<file path="config.mk">
export PLATFORM = sky130hd
export DESIGN_NAME = dac_sequencer
export DESIGN_NICKNAME = d
export VERILOG_FILES = /design/src/rtl/dac_sequencer.sv
export SDC_FILE = /design/constraint.sdc
export NUM_CORES = 1
export LEC_CHECK = 0
export ABC_AREA = 1
export BUFFER_PORTS_ARGS = -buffer_cell sky130_fd_sc_hd__buf_2
export CORE_AREA = 2 2 156 158
export CTS_BUF_LIST = sky130_fd_sc_hd__clkbuf_4
export DETAILED_ROUTE_END_ITERATION = 8
export DIE_AREA = 0 0 158 160
export GPL_TIMING_DRIVEN = 1
export PLACE_DENSITY = 0.54
export SLEW_MARGIN = 10
export SYNTH_ARGS = -nofsm -noshare
export SYNTH_HDL_FRONTEND = slang
export SYNTH_SLANG_ARGS = --single-unit
</file>
<file path="constraint.sdc">
create_clock -name clk -period 4.1 [get_ports clk]
set_input_delay 0.82 -clock clk [delete_from_list [all_inputs] [get_ports clk]]
set_output_delay 0.82 -clock clk [all_outputs]
set_load 0.03 [all_outputs]
</file>
<file path="src/rtl/dac_sequencer.sv">
// -----------------------------------------------------------------------------
// dac_sequencer
//
// Purpose:
//   Avalon-MM programmable sample sequencer for a parallel 8-bit DAC. Software
//   fills a DEPTH-entry sample buffer, sets a sample divider and a sequence
//   length, then starts playback. Samples are presented on dac_data with a
//   one-clock dac_wr strobe every DIV+1 clocks. The sequence is played once
//   (raising done/irq at the end) or looped until software stops it.
//
// Parameters:
//   DEPTH  number of sample-buffer entries (power of 2, 2..256)
//   AW     buffer address width, log2(DEPTH)
//
// Ports:
//   clk         the only clock, rising edge
//   reset_n     synchronous active-low reset
//   address     register select (0 CTRL, 1 DIV, 2 LEN, 3 STATUS, 4 DATA,
//               5 WPTR, 6 RPTR, 7 reserved)
//   chipselect  slave select
//   write_n     active-low write strobe
//   writedata   write data
//   readdata    registered read data, 1-cycle latency
//   dac_data    registered DAC sample
//   dac_wr      one-clock strobe, high while dac_data holds a new sample
//   irq         level interrupt = STATUS.done & CTRL.irq_en
// -----------------------------------------------------------------------------
module dac_sequencer #(
    parameter int DEPTH = 16,
    parameter int AW    = 4
) (
    input  logic        clk,
    input  logic        reset_n,
    input  logic [2:0]  address,
    input  logic        chipselect,
    input  logic        write_n,
    input  logic [31:0] writedata,
    output logic [31:0] readdata,
    output logic [7:0]  dac_data,
    output logic        dac_wr,
    output logic        irq
);

    typedef enum logic {
        IDLE = 1'b0,
        RUN  = 1'b1
    } state_t;

    localparam logic [AW:0] DEPTH_LEN = (AW+1)'(DEPTH);

    // Register file and sequencer state
    state_t          state_reg;
    logic            run_reg;
    logic            loop_reg;
    logic            irq_en_reg;
    logic [15:0]     div_reg;
    logic [AW:0]     len_reg;
    logic            done_reg;
    logic [AW-1:0]   wptr_reg;
    logic [AW-1:0]   rptr_reg;
    logic [15:0]     div_cnt_reg;
    logic [AW:0]     count_reg;
    logic [31:0]     readdata_reg;
    logic [7:0]      dac_data_reg;
    logic            dac_wr_reg;

    // Sample buffer; read through the dac_data register
    logic [7:0]      sample_mem [DEPTH];

    // Bus decode
    logic            wr;
    logic            wr_ctrl;
    logic            wr_div;
    logic            wr_len;
    logic            wr_status;
    logic            wr_data;
    logic            wr_wptr;

    logic            len_ok;
    logic [AW:0]     count_inc;
    logic            last_sample;
    logic [31:0]     readdata_next;

    // Upper write-data bits are never stored anywhere
    logic            unused_wdata;
    assign unused_wdata = &{1'b0, writedata[31:16]};

    assign wr        = chipselect & ~write_n;
    assign wr_ctrl   = wr && (address == 3'd0);
    assign wr_div    = wr && (address == 3'd1);
    assign wr_len    = wr && (address == 3'd2);
    assign wr_status = wr && (address == 3'd3);
    assign wr_data   = wr && (address == 3'd4);
    assign wr_wptr   = wr && (address == 3'd5);

    assign len_ok      = (len_reg != '0) && (len_reg <= DEPTH_LEN);
    assign count_inc   = count_reg + 1'b1;
    // >= rather than == so that shrinking LEN mid-run cannot strand the count
    assign last_sample = (count_inc >= len_reg);

    always_comb begin
        readdata_next = 32'd0;
        case (address)
            3'd0:    readdata_next = {29'd0, irq_en_reg, loop_reg, run_reg};
            3'd1:    readdata_next = {16'd0, div_reg};
            3'd2:    readdata_next = 32'(len_reg);
            3'd3:    readdata_next = {30'd0, done_reg, (state_reg == RUN)};
            3'd5:    readdata_next = 32'(wptr_reg);
            3'd6:    readdata_next = 32'(rptr_reg);
            default: readdata_next = 32'd0;
        endcase
    end

    always_ff @(posedge clk) begin
        if (wr_data) begin
            sample_mem[wptr_reg] <= writedata[7:0];
        end
    end

    always_ff @(posedge clk) begin
        if (!reset_n) begin
            state_reg    <= IDLE;
            run_reg      <= 1'b0;
            loop_reg     <= 1'b0;
            irq_en_reg   <= 1'b0;
            div_reg      <= '0;
            len_reg      <= '0;
            done_reg     <= 1'b0;
            wptr_reg     <= '0;
            rptr_reg     <= '0;
            div_cnt_reg  <= '0;
            count_reg    <= '0;
            readdata_reg <= '0;
            dac_data_reg <= '0;
            dac_wr_reg   <= 1'b0;
        end else begin
            readdata_reg <= readdata_next;
            dac_wr_reg   <= 1'b0;

            if (wr_div) begin
                div_reg <= writedata[15:0];
            end
            if (wr_len) begin
                len_reg <= writedata[AW:0];
            end

            if (wr_wptr) begin
                wptr_reg <= writedata[AW-1:0];
            end else if (wr_data) begin
                wptr_reg <= wptr_reg + 1'b1;
            end

            // Any STATUS write clears done; a done-set below overrides it
            if (wr_status) begin
                done_reg <= 1'b0;
            end

            case (state_reg)
                IDLE: begin
                    if (wr_ctrl) begin
                        loop_reg   <= writedata[1];
                        irq_en_reg <= writedata[2];
                        if (writedata[0] && len_ok) begin
                            run_reg     <= 1'b1;
                            state_reg   <= RUN;
                            rptr_reg    <= '0;
                            count_reg   <= '0;
                            div_cnt_reg <= '0;
                        end else begin
                            // Invalid LEN refuses the start
                            run_reg <= 1'b0;
                        end
                    end
                end

                RUN: begin
                    if (wr_ctrl && !writedata[0]) begin
                        // Software stop: no sample at this edge, dac_data holds
                        run_reg    <= 1'b0;
                        loop_reg   <= writedata[1];
                        irq_en_reg <= writedata[2];
                        state_reg  <= IDLE;
                    end else begin
                        // A run=1 write while running only touches loop/irq_en
                        if (wr_ctrl) begin
                            loop_reg   <= writedata[1];
                            irq_en_reg <= writedata[2];
                        end
                        if (div_cnt_reg == '0) begin
                            dac_data_reg <= sample_mem[rptr_reg];
                            dac_wr_reg   <= 1'b1;
                            div_cnt_reg  <= div_reg;
                            if (last_sample && loop_reg) begin
                                rptr_reg  <= '0;
                                count_reg <= '0;
                            end else begin
                                rptr_reg  <= rptr_reg + 1'b1;
                                count_reg <= count_inc;
                                if (last_sample) begin
                                    state_reg <= IDLE;
                                    run_reg   <= 1'b0;
                                    done_reg  <= 1'b1;
                                end
                            end
                        end else begin
                            div_cnt_reg <= div_cnt_reg - 16'd1;
                        end
                    end
                end

                default: state_reg <= IDLE;
            endcase
        end
    end

    assign readdata = readdata_reg;
    assign dac_data = dac_data_reg;
    assign dac_wr   = dac_wr_reg;
    assign irq      = done_reg & irq_en_reg;

endmodule
</file>
Word level (Yosys, flattened, before mapping)
Memory sizes are Yosys's and may differ from the RTL's. A register that Yosys moved wholly into a read port is not among the register bits.
Cells that the tools add are included.
Widths: inputs -> output; s select.
{"block": "totals", "register_bits": 88, "ramBits": 128, "inputBits": 39, "out_inout_bits": 42, "word_cells": 108, "n_memories": 1}
{"name": "sample_mem", "depth": 16, "width": 8, "rd": 1, "rd_clocked_by_memory_dff": 1, "write_ports": 1, "line": "68", "source": "logic [7:0] sample_mem [DEPTH];"}
{"block": "classes", "add_sub_neg": 4, "n_bitwise": 6, "order_cmp": 2, "n_eq_ne": 13, "muxes": 48, "reduce_logical": 21}
{"op": "$pmux 16 s6", "count": 1}
{"op": "$mux 16", "count": 4}
{"op": "$pmux 16 s2", "count": 1}
{"op": "$mux 4", "count": 7}
{"op": "$mux 5", "count": 5}
{"op": "$mux 1", "count": 24}
{"op": "$logic_not 16->1", "count": 1}
{"op": "$sub 16x1->16 const B", "count": 1}
{"op": "$logic_and 1x1->1", "count": 10}
{"op": "$pmux 5 s2", "count": 1}
{"op": "$eq 3x3->1 const B", "count": 3}
{"op": "$add 4x1->4 const B", "count": 2}
{"op": "$pmux 1 s2", "count": 4}
{"op": "$pmux 4 s2", "count": 1}
{"op": "$reduce_and 4->1", "count": 2}
{"op": "$eq 3x2->1 const B", "count": 2}
{"op": "$ne 2x2->1 const B", "count": 3}
{"op": "$ne 3x1->1 const B", "count": 2}
{"op": "$reduce_and 3->1", "count": 2}
{"op": "$add 5x1->5 const B", "count": 1}
{"op": "$ge 5x5->1", "count": 1}
{"op": "$le 5x5->1 const B", "count": 1}
{"op": "$reduce_bool 5->1", "count": 1}
{"op": "$not 1->1", "count": 4}
{"op": "other kinds (8)", "count": 10}

Longest topological paths before layout
Gate-level depths: netlist of the first run.
{"block": "depth", "depth_word": 9, "depth_mapped": 13, "ltp_nobuf": 13}

Least setup slack after synthesis of the first run
No wires, ideal clock.
{"block": "synth_timing", "path_kind": "input -> register", "start": "input port write_n", "end": "memory sample_mem[15][0], enable pin", "setup_time_ps": 370, "required_ps": 3730, "n_path_buf": 0, "path_stages": 7, "arrival_time_ps": 2011, "setup_slack_ps": 1719, "path_cell_list": "inv_1 nand2_2 nor3_1 nand2_1 inv_2 nand2_1 nor2_1"}
{"block": "synth_between", "elab_chain_cells": 5}
{"item": "start: declaration", "line": "36", "source": "input logic write_n,"}
{"item": "$not 1->1", "line": "88", "source": "assign wr = chipselect & ~write_n;"}
{"item": "$and 1x1->1", "line": "88"}
{"item": "$logic_and 1x1->1", "line": "93", "source": "assign wr_data = wr && (address == 3'd4);"}
{"item": "$mux 1", "line": "115", "source": "if (wr_data) begin"}
{"item": "$mux 1 (not written as such)", "line": "116", "source": "sample_mem[wptr_reg] <= writedata[7:0];"}
{"item": "end: declaration", "line": "68"}
No other way between the ends.

Worst setup path after layout of the first run
{"block": "layout_timing", "start": "input port write_n", "end": "memory sample_mem[8][1], enable pin"}
Same word-level chain as after synthesis.

==> impl_metrics.json, run 1 <==
{
  "outcome": "finished, final reports clean",
  "hold_path_class": "primary input to flop",
  "portBuffers": 48,
  "initial_core_util": 0.393,
  "rows": 57,
  "relSlewSlack": 0.271,
  "antenna_found_initial": 1,
  "fp.dieH_um": 160,
  "totalWireLength_um": 24400,
  "fmax_mhz": 402,
  "worst-slew-pin-transition_ns": 1.09,
  "nFillCells": 2418,
  "cts_tree": "done",
  "stdcell_count": 1473,
  "syn_inst": 1036,
  "htree_levels": 2,
  "yosys.cell_types.count": 33,
  "grt_overflow": 0,
  "endpoint_kind": "flop",
  "grt_pass1_vias": 7008,
  "finalSetupViolCount": 0,
  "largest_reg_flops": 128,
  "grt_usage": 0.198,
  "path_cells": "buf_2, inv_1, nand2_2, nor3_1, nand2_1, inv_2, nand2_1, nor2_1",
  "comb_power_share": 0.033,
  "maxCapViolCount": 0,
  "period_share": 0.607,
  "synth_warnings": 0,
  "io_pins": 81,
  "cts_buffer_depth": 3,
  "clock_sinks": 208,
  "seqPwrFrac": 0.533,
  "regMostFlops": "sample_mem",
  "drtAntennaViolNets": 0,
  "dr.pass1.iters": 5,
  "ir_worst_vdd_v": 0.000156,
  "power_frac_clock": 0.434,
  "finalSetupTns_ns": 0,
  "syn_to_final_growth_pct": 12.3,
  "power_w": 0.00418,
  "critical_path_arrival_ns": 2.75,
  "post_drt_via_cell_ratio": 4.98,
  "fin_util": 0.441,
  "rsz0062_at_grt": "no",
  "numCtsBuffers": 56,
  "cts-root-buf": "clkbuf_4",
  "synth_seq_area_share": 0.582,
  "globalplace.congestion": 0.843,
  "dpl.hpwl_um": 15400,
  "drive_above_1_share": 0.153,
  "crit_top_cell": "nand2_1",
  "ctsHoldBuffers": 0,
  "synth-edff-count": 128,
  "cp_max_fo": 8,
  "path_class": "primary input to flop",
  "route.vias.total": 7337,
  "syn-cell-area_mm2": 0.00936,
  "place_inst": 1371,
  "p_leak_nw": 4.20,
  "grt_max_degree": 68,
  "wl_per_cell_um": 16.5,
  "final-seq-area_mm2": 0.00545,
  "grt_pass1_wl_um": 38800,
  "slowest_delay_ns": 0.68,
  "holdWs_ns": 0.428,
  "internal-power_w": 0.00322,
  "p_switching_w": 0.000961,
  "cp.buffers_inverters": 3,
  "fin_nets": 1157,
  "dr.first_iter.drc_count": 596,
  "clock_latency_ns": 0.66,
  "required_ns": 4.37,
  "min_period_ns": 2.49,
  "clkTransAtPathRegs_ns": 0.06,
  "crit_path_start_kind": "primary input",
  "cellPowerDensity_mw_per_mm2": 398,
  "synth_area_per_cell_um2": 9.03,
  "async_flop_share": 0,
  "slew_viol_final": 0,
  "synth-seq-cells": 208,
  "sw_frac_of_total": 0.230,
  "fin_skew_ns": 0.0347,
  "crit_family": "simple AND/OR/NAND/NOR gates",
  "cts_setup_buffers": 0,
  "dieArea_mm2": 0.0253,
  "synth_ff_type": "edfxtp_1",
  "reg2reg_slack_ns": 1.83,
  "fp.dieW_um": 158,
  "cts_resized": 0,
  "cpMaxStageDelayCell": "nor2_1",
  "multi_input_area_mm2": 0.00334,
  "hold_violations": 0,
  "core-area_mm2": 0.0238,
  "drc_errors": 0
}
[worst min-delay path: cells and delay by family]
kind	cells	cell delay (ns)
compound gates	2	0.15
buf+inv	1	0.07
[power groups by stage]
stage               combinational [W]  clock [W]  sequential, W
global route                 0.000156    0.00200        0.00223
global placement             0.000140          0        0.00227
floorplan                   0.0000884          0        0.00227
detailed placement           0.000141          0        0.00227
CTS                          0.000141    0.00187        0.00223
finish                       0.000139    0.00181        0.00223
[per-layer routing]
layer,wire [µm],share of wire,global-route usage
met5,0,0,0
met4,388,0.016,0.0520
met3,1270,0.052,0.0388
met2,11100,0.46,0.305
met1,11600,0.47,0.288
[layout make-up]
| type | instances | area share |
|---|---|---|
| Inverter | 82 | 0.0300 |
| Multi-Input combinational cell | 703 | 0.318 |
| Tap cell | 324 | 0.0386 |
| Antenna cell | 1 | 0.000238 |
| Sequential cell | 208 | 0.518 |
| Timing Repair Buffer | 54 | 0.0271 |
| Clock buffer | 88 | 0.0628 |
| Clock inverter | 13 | 0.00512 |
[cells by family (layout without fill, tap and decap cells)]
| group | after synthesis | after routing | synth area share |
|---|---|---|---|
| adders and majority gates | 13 | 13 | 0.0174 |
| and+or+nand+nor | 494 | 494 | 0.231 |
| DFF | 208 | 208 | 0.582 |
| AOI/OAI and AO/OA | 174 | 174 | 0.0967 |
| other | 1 | 17 | 0.000401 |
| xor gates and xnor gates | 6 | 6 | 0.00561 |
| buffers and inverters | 140 | 237 | 0.0671 |
[Yosys cell counts, types with 2 or more instances]
library cell,count,share of area
buf_1,3,0.0012
o21ai_1,16,0.0086
clkbuf_1,25,0.010
o21ai_0,92,0.049
buf_2,12,0.0064
dfxtp_1,80,0.17
nor3_1,15,0.0080
clkinv_1,2,0.00080
nor2_1,212,0.085
buf_4,17,0.014
nand2_1,117,0.047
nand2_2,8,0.0053
inv_2,8,0.0032
o22ai_1,16,0.011
nand3_1,119,0.064
nor2_2,6,0.0040
a21oi_1,45,0.024
ha_1,13,0.017
xor2_1,6,0.0056
nand3b_1,3,0.0024
inv_1,71,0.028
nor2_4,5,0.0060
edfxtp_1,128,0.41
a211oi_1,3,0.0024
nand4_1,6,0.0040
[metrics by stage]
step | cell area, µm² | setup slack, ns
after floorplan | 9420 | 1.72
after global placement | 9790 | 0.957
after detailed placement | 9790 | 0.920
after CTS | 10500 | 1.64
after global routing | 10500 | 1.48
final | 10500 | 1.61
[cells in the final DEF, fill, tap and decap left out, types with 3 or more instances in the layout]
cell type and n:
clkbuf_4 88, nand3b_1 3, nand2_2 8, edfxtp_1 128, buf_4 6, nor2_4 5, conb_1 16, nand3_1 119
nand2_1 117, inv_1 71, xor2_1 6, inv_2 8, ha_1 13, nand4_1 6, nor2_2 6, o21ai_1 16
clkinv_1 13, nor2_1 212, o22ai_1 16, nor3_1 15, a21oi_1 45, dfxtp_1 79, o21ai_0 92, a211oi_1 3
buf_2 48
[path summary, 6_finish.rpt]
check                from               end  cells after the start
max               write_n  sample_mem[8][1]                      8
min          writedata[8]        div_reg[8]                      3
max reg2reg  count_reg[0]      count_reg[0]                     13
min reg2reg    div_reg[8]       readdata[8]                      2
Note: power is estimated with default switching activity, not from simulation.
==> run 2, diff against run 1 <==
clock period = 2.5 ns   (was 4.1 ns; I/O delays follow)
==> impl_metrics.json, run 2 (synthesis gave the netlist of run 1 again) <==
{
  "internal-power_w": 0.00525,
  "hold_start": "writedata[8]",
  "period_share": 0.869,
  "reg2reg_slack_ns": 0.33,
  "syn_to_final_growth_pct": 14.1,
  "hold_path_class": "primary input to flop",
  "fp.dieH_um": 160,
  "cpMaxStageDelayCell": "dfxtp_1",
  "path_cells": "ha_1, nand3_1, xor2_1, ha_1, nand2_1, nor2_1, nand2_1, nand3_1, nand2_1, nand3_1, nand2_1, nand2_1, nor2_1",
  "maxCapViolCount": 0,
  "clock_latency_ns": 0.66,
  "layout_commonest_cell": "nor2_1",
  "grt_usage": 0.192,
  "grt_overflow": 0,
  "io_pins": 81,
  "initial_core_util": 0.393,
  "finalSetupViolCount": 0,
  "finalSetupTns_ns": 0,
  "totalWireLength_um": 23700,
  "comb_power_share": 0.034,
  "holdPathStages": 3,
  "min_to": "div_reg[8]",
  "sw_frac_of_total": 0.226,
  "globalplace.congestion": 0.852,
  "cts_buffer_depth": 3,
  "cts_tree": "done",
  "post_drt_via_cell_ratio": 4.89,
  "layout_common_cells": "nor2_1, edfxtp_1, nand3_1",
  "dr.first_iter.drc_count": 504,
  "drive_above_1_share": 0.170,
  "r2r-end": "rptr_reg[2]",
  "slowest_delay_ns": 0.32,
  "path_class": "flop to flop",
  "fin_nets": 1179,
  "wl_per_cell_um": 15.9,
  "min_period_ns": 2.17,
  "seqPwrFrac": 0.538,
  "clkTransAtPathRegs_ns": 0.06,
  "power_w": 0.00679,
  "fp.dieW_um": 158,
  "outcome": "finished, final reports clean",
  "p_leak_nw": 4.32,
  "grt_pass1_vias": 6810,
  "crit_path_start_kind": "flop",
  "drtAntennaViolNets": 0,
  "hold_violations": 0,
  "fmax_mhz": 460,
  "grt_pass1_wl_um": 37400,
  "regMostFlops": "sample_mem",
  "cellPowerDensity_mw_per_mm2": 636,
  "cts_setup_buffers": 0,
  "grt_max_degree": 44,
  "r2r-start": "count_reg[0]",
  "dpl.hpwl_um": 15300,
  "endpoint_kind": "flop",
  "cp_max_fo": 9,
  "dr.pass1.iters": 4,
  "fin_skew_ns": 0.0414,
  "worst-slew-pin-transition_ns": 0.713,
  "largest_reg_flops": 128,
  "nFillCells": 2392,
  "route.vias.total": 7310,
  "rows": 57,
  "core-area_mm2": 0.0238,
  "p_switching_w": 0.00154,
  "relSlewSlack": 0.524,
  "cts-root-buf": "clkbuf_4",
  "critical_path_arrival_ns": 2.74,
  "portBuffers": 48,
  "numCtsBuffers": 54,
  "power_frac_clock": 0.428,
  "ir_worst_vdd_v": 0.000258,
  "ctsHoldBuffers": 0,
  "antenna_found_initial": 1,
  "rr_worst_depth": 13,
  "slew_viol_final": 0,
  "crit_top_cell": "nand2_1",
  "rsz0062_at_grt": "no",
  "cts_resized": 0,
  "dieArea_mm2": 0.0253,
  "required_ns": 3.07,
  "htree_levels": 2,
  "drc_errors": 0,
  "clock_sinks": 208
}
run 2: cell type report:
type	count	area, µm²	area share
multi-input combinational	703	3340	0.313
clock buffer	86	646	0.0605
antenna	1	2.50	0.000234
sequential	208	5450	0.510
timing repair buffer	78	465	0.0436
clock inverter	14	55.1	0.00516
tap	324	405	0.0380
inverter	82	315	0.0295
run 2: per-stage QoR:
| step | worst slack, ns | instance area [µm²] | cells | hold WS, ns | utilization |
|---|---|---|---|---|---|
| 3_3_place_gp | 0.371 | 9970 | 1395 | 0.466 | 0.419 |
| 2_1_floorplan | 0.439 | 9420 | 1051 | 0.445 | - |
| 4_1_cts | 0.310 | 10700 | 1495 | 0.0640 | 0.448 |
| 6_report | 0.328 | 10700 | 1496 | 0.119 | 0.448 |
| 5_1_grt | 0.0164 | 10700 | 1496 | 0.0910 | 0.448 |
| 3_5_place_dp | 0.336 | 9970 | 1395 | 0.470 | 0.419 |
run 2: routing by layer:
layer | track usage | up-vias | share of wire | wire (µm)
met5 | 0 | - | 0 | 0
li1 | - | 3699 | - | -
met4 | 0.0622 | 0 | 0.022 | 514
met3 | 0.0339 | 40 | 0.050 | 1200
met1 | 0.277 | 3383 | 0.47 | 11200
met2 | 0.295 | 188 | 0.45 | 10800
run 2: power groups by stage:
stage | clock network (W) | logic, W | registers (W)
5_1_grt | 0.00318 | 0.000257 | 0.00365
2_1_floorplan | 0 | 0.000145 | 0.00373
3_3_place_gp | 0 | 0.000229 | 0.00373
6_report | 0.00291 | 0.000228 | 0.00365
4_1_cts | 0.00300 | 0.000231 | 0.00365
3_5_place_dp | 0 | 0.000230 | 0.00373
run 2: worst max-delay path: cells and delay by family, from the launching register on:
family | cells | cell delay [ns]
XOR/XNOR | 1 | 0.23
flip-flops | 1 | 0.32
AND/OR/NAND/NOR | 10 | 1.03
adder cells (fa/ha/maj) | 2 | 0.50
run 2: worst max-delay path by stage:
stage                              endpoint  slack (ns)         start
final                           rptr_reg[2]        0.33  count_reg[0]
after global routing            rptr_reg[3]        0.02  count_reg[1]
after CTS                      count_reg[1]        0.31  count_reg[0]
after detailed placement       count_reg[2]        0.34  count_reg[0]
after global placement          rptr_reg[2]        0.37  count_reg[0]
after floorplan           sample_mem[15][0]        0.44       write_n
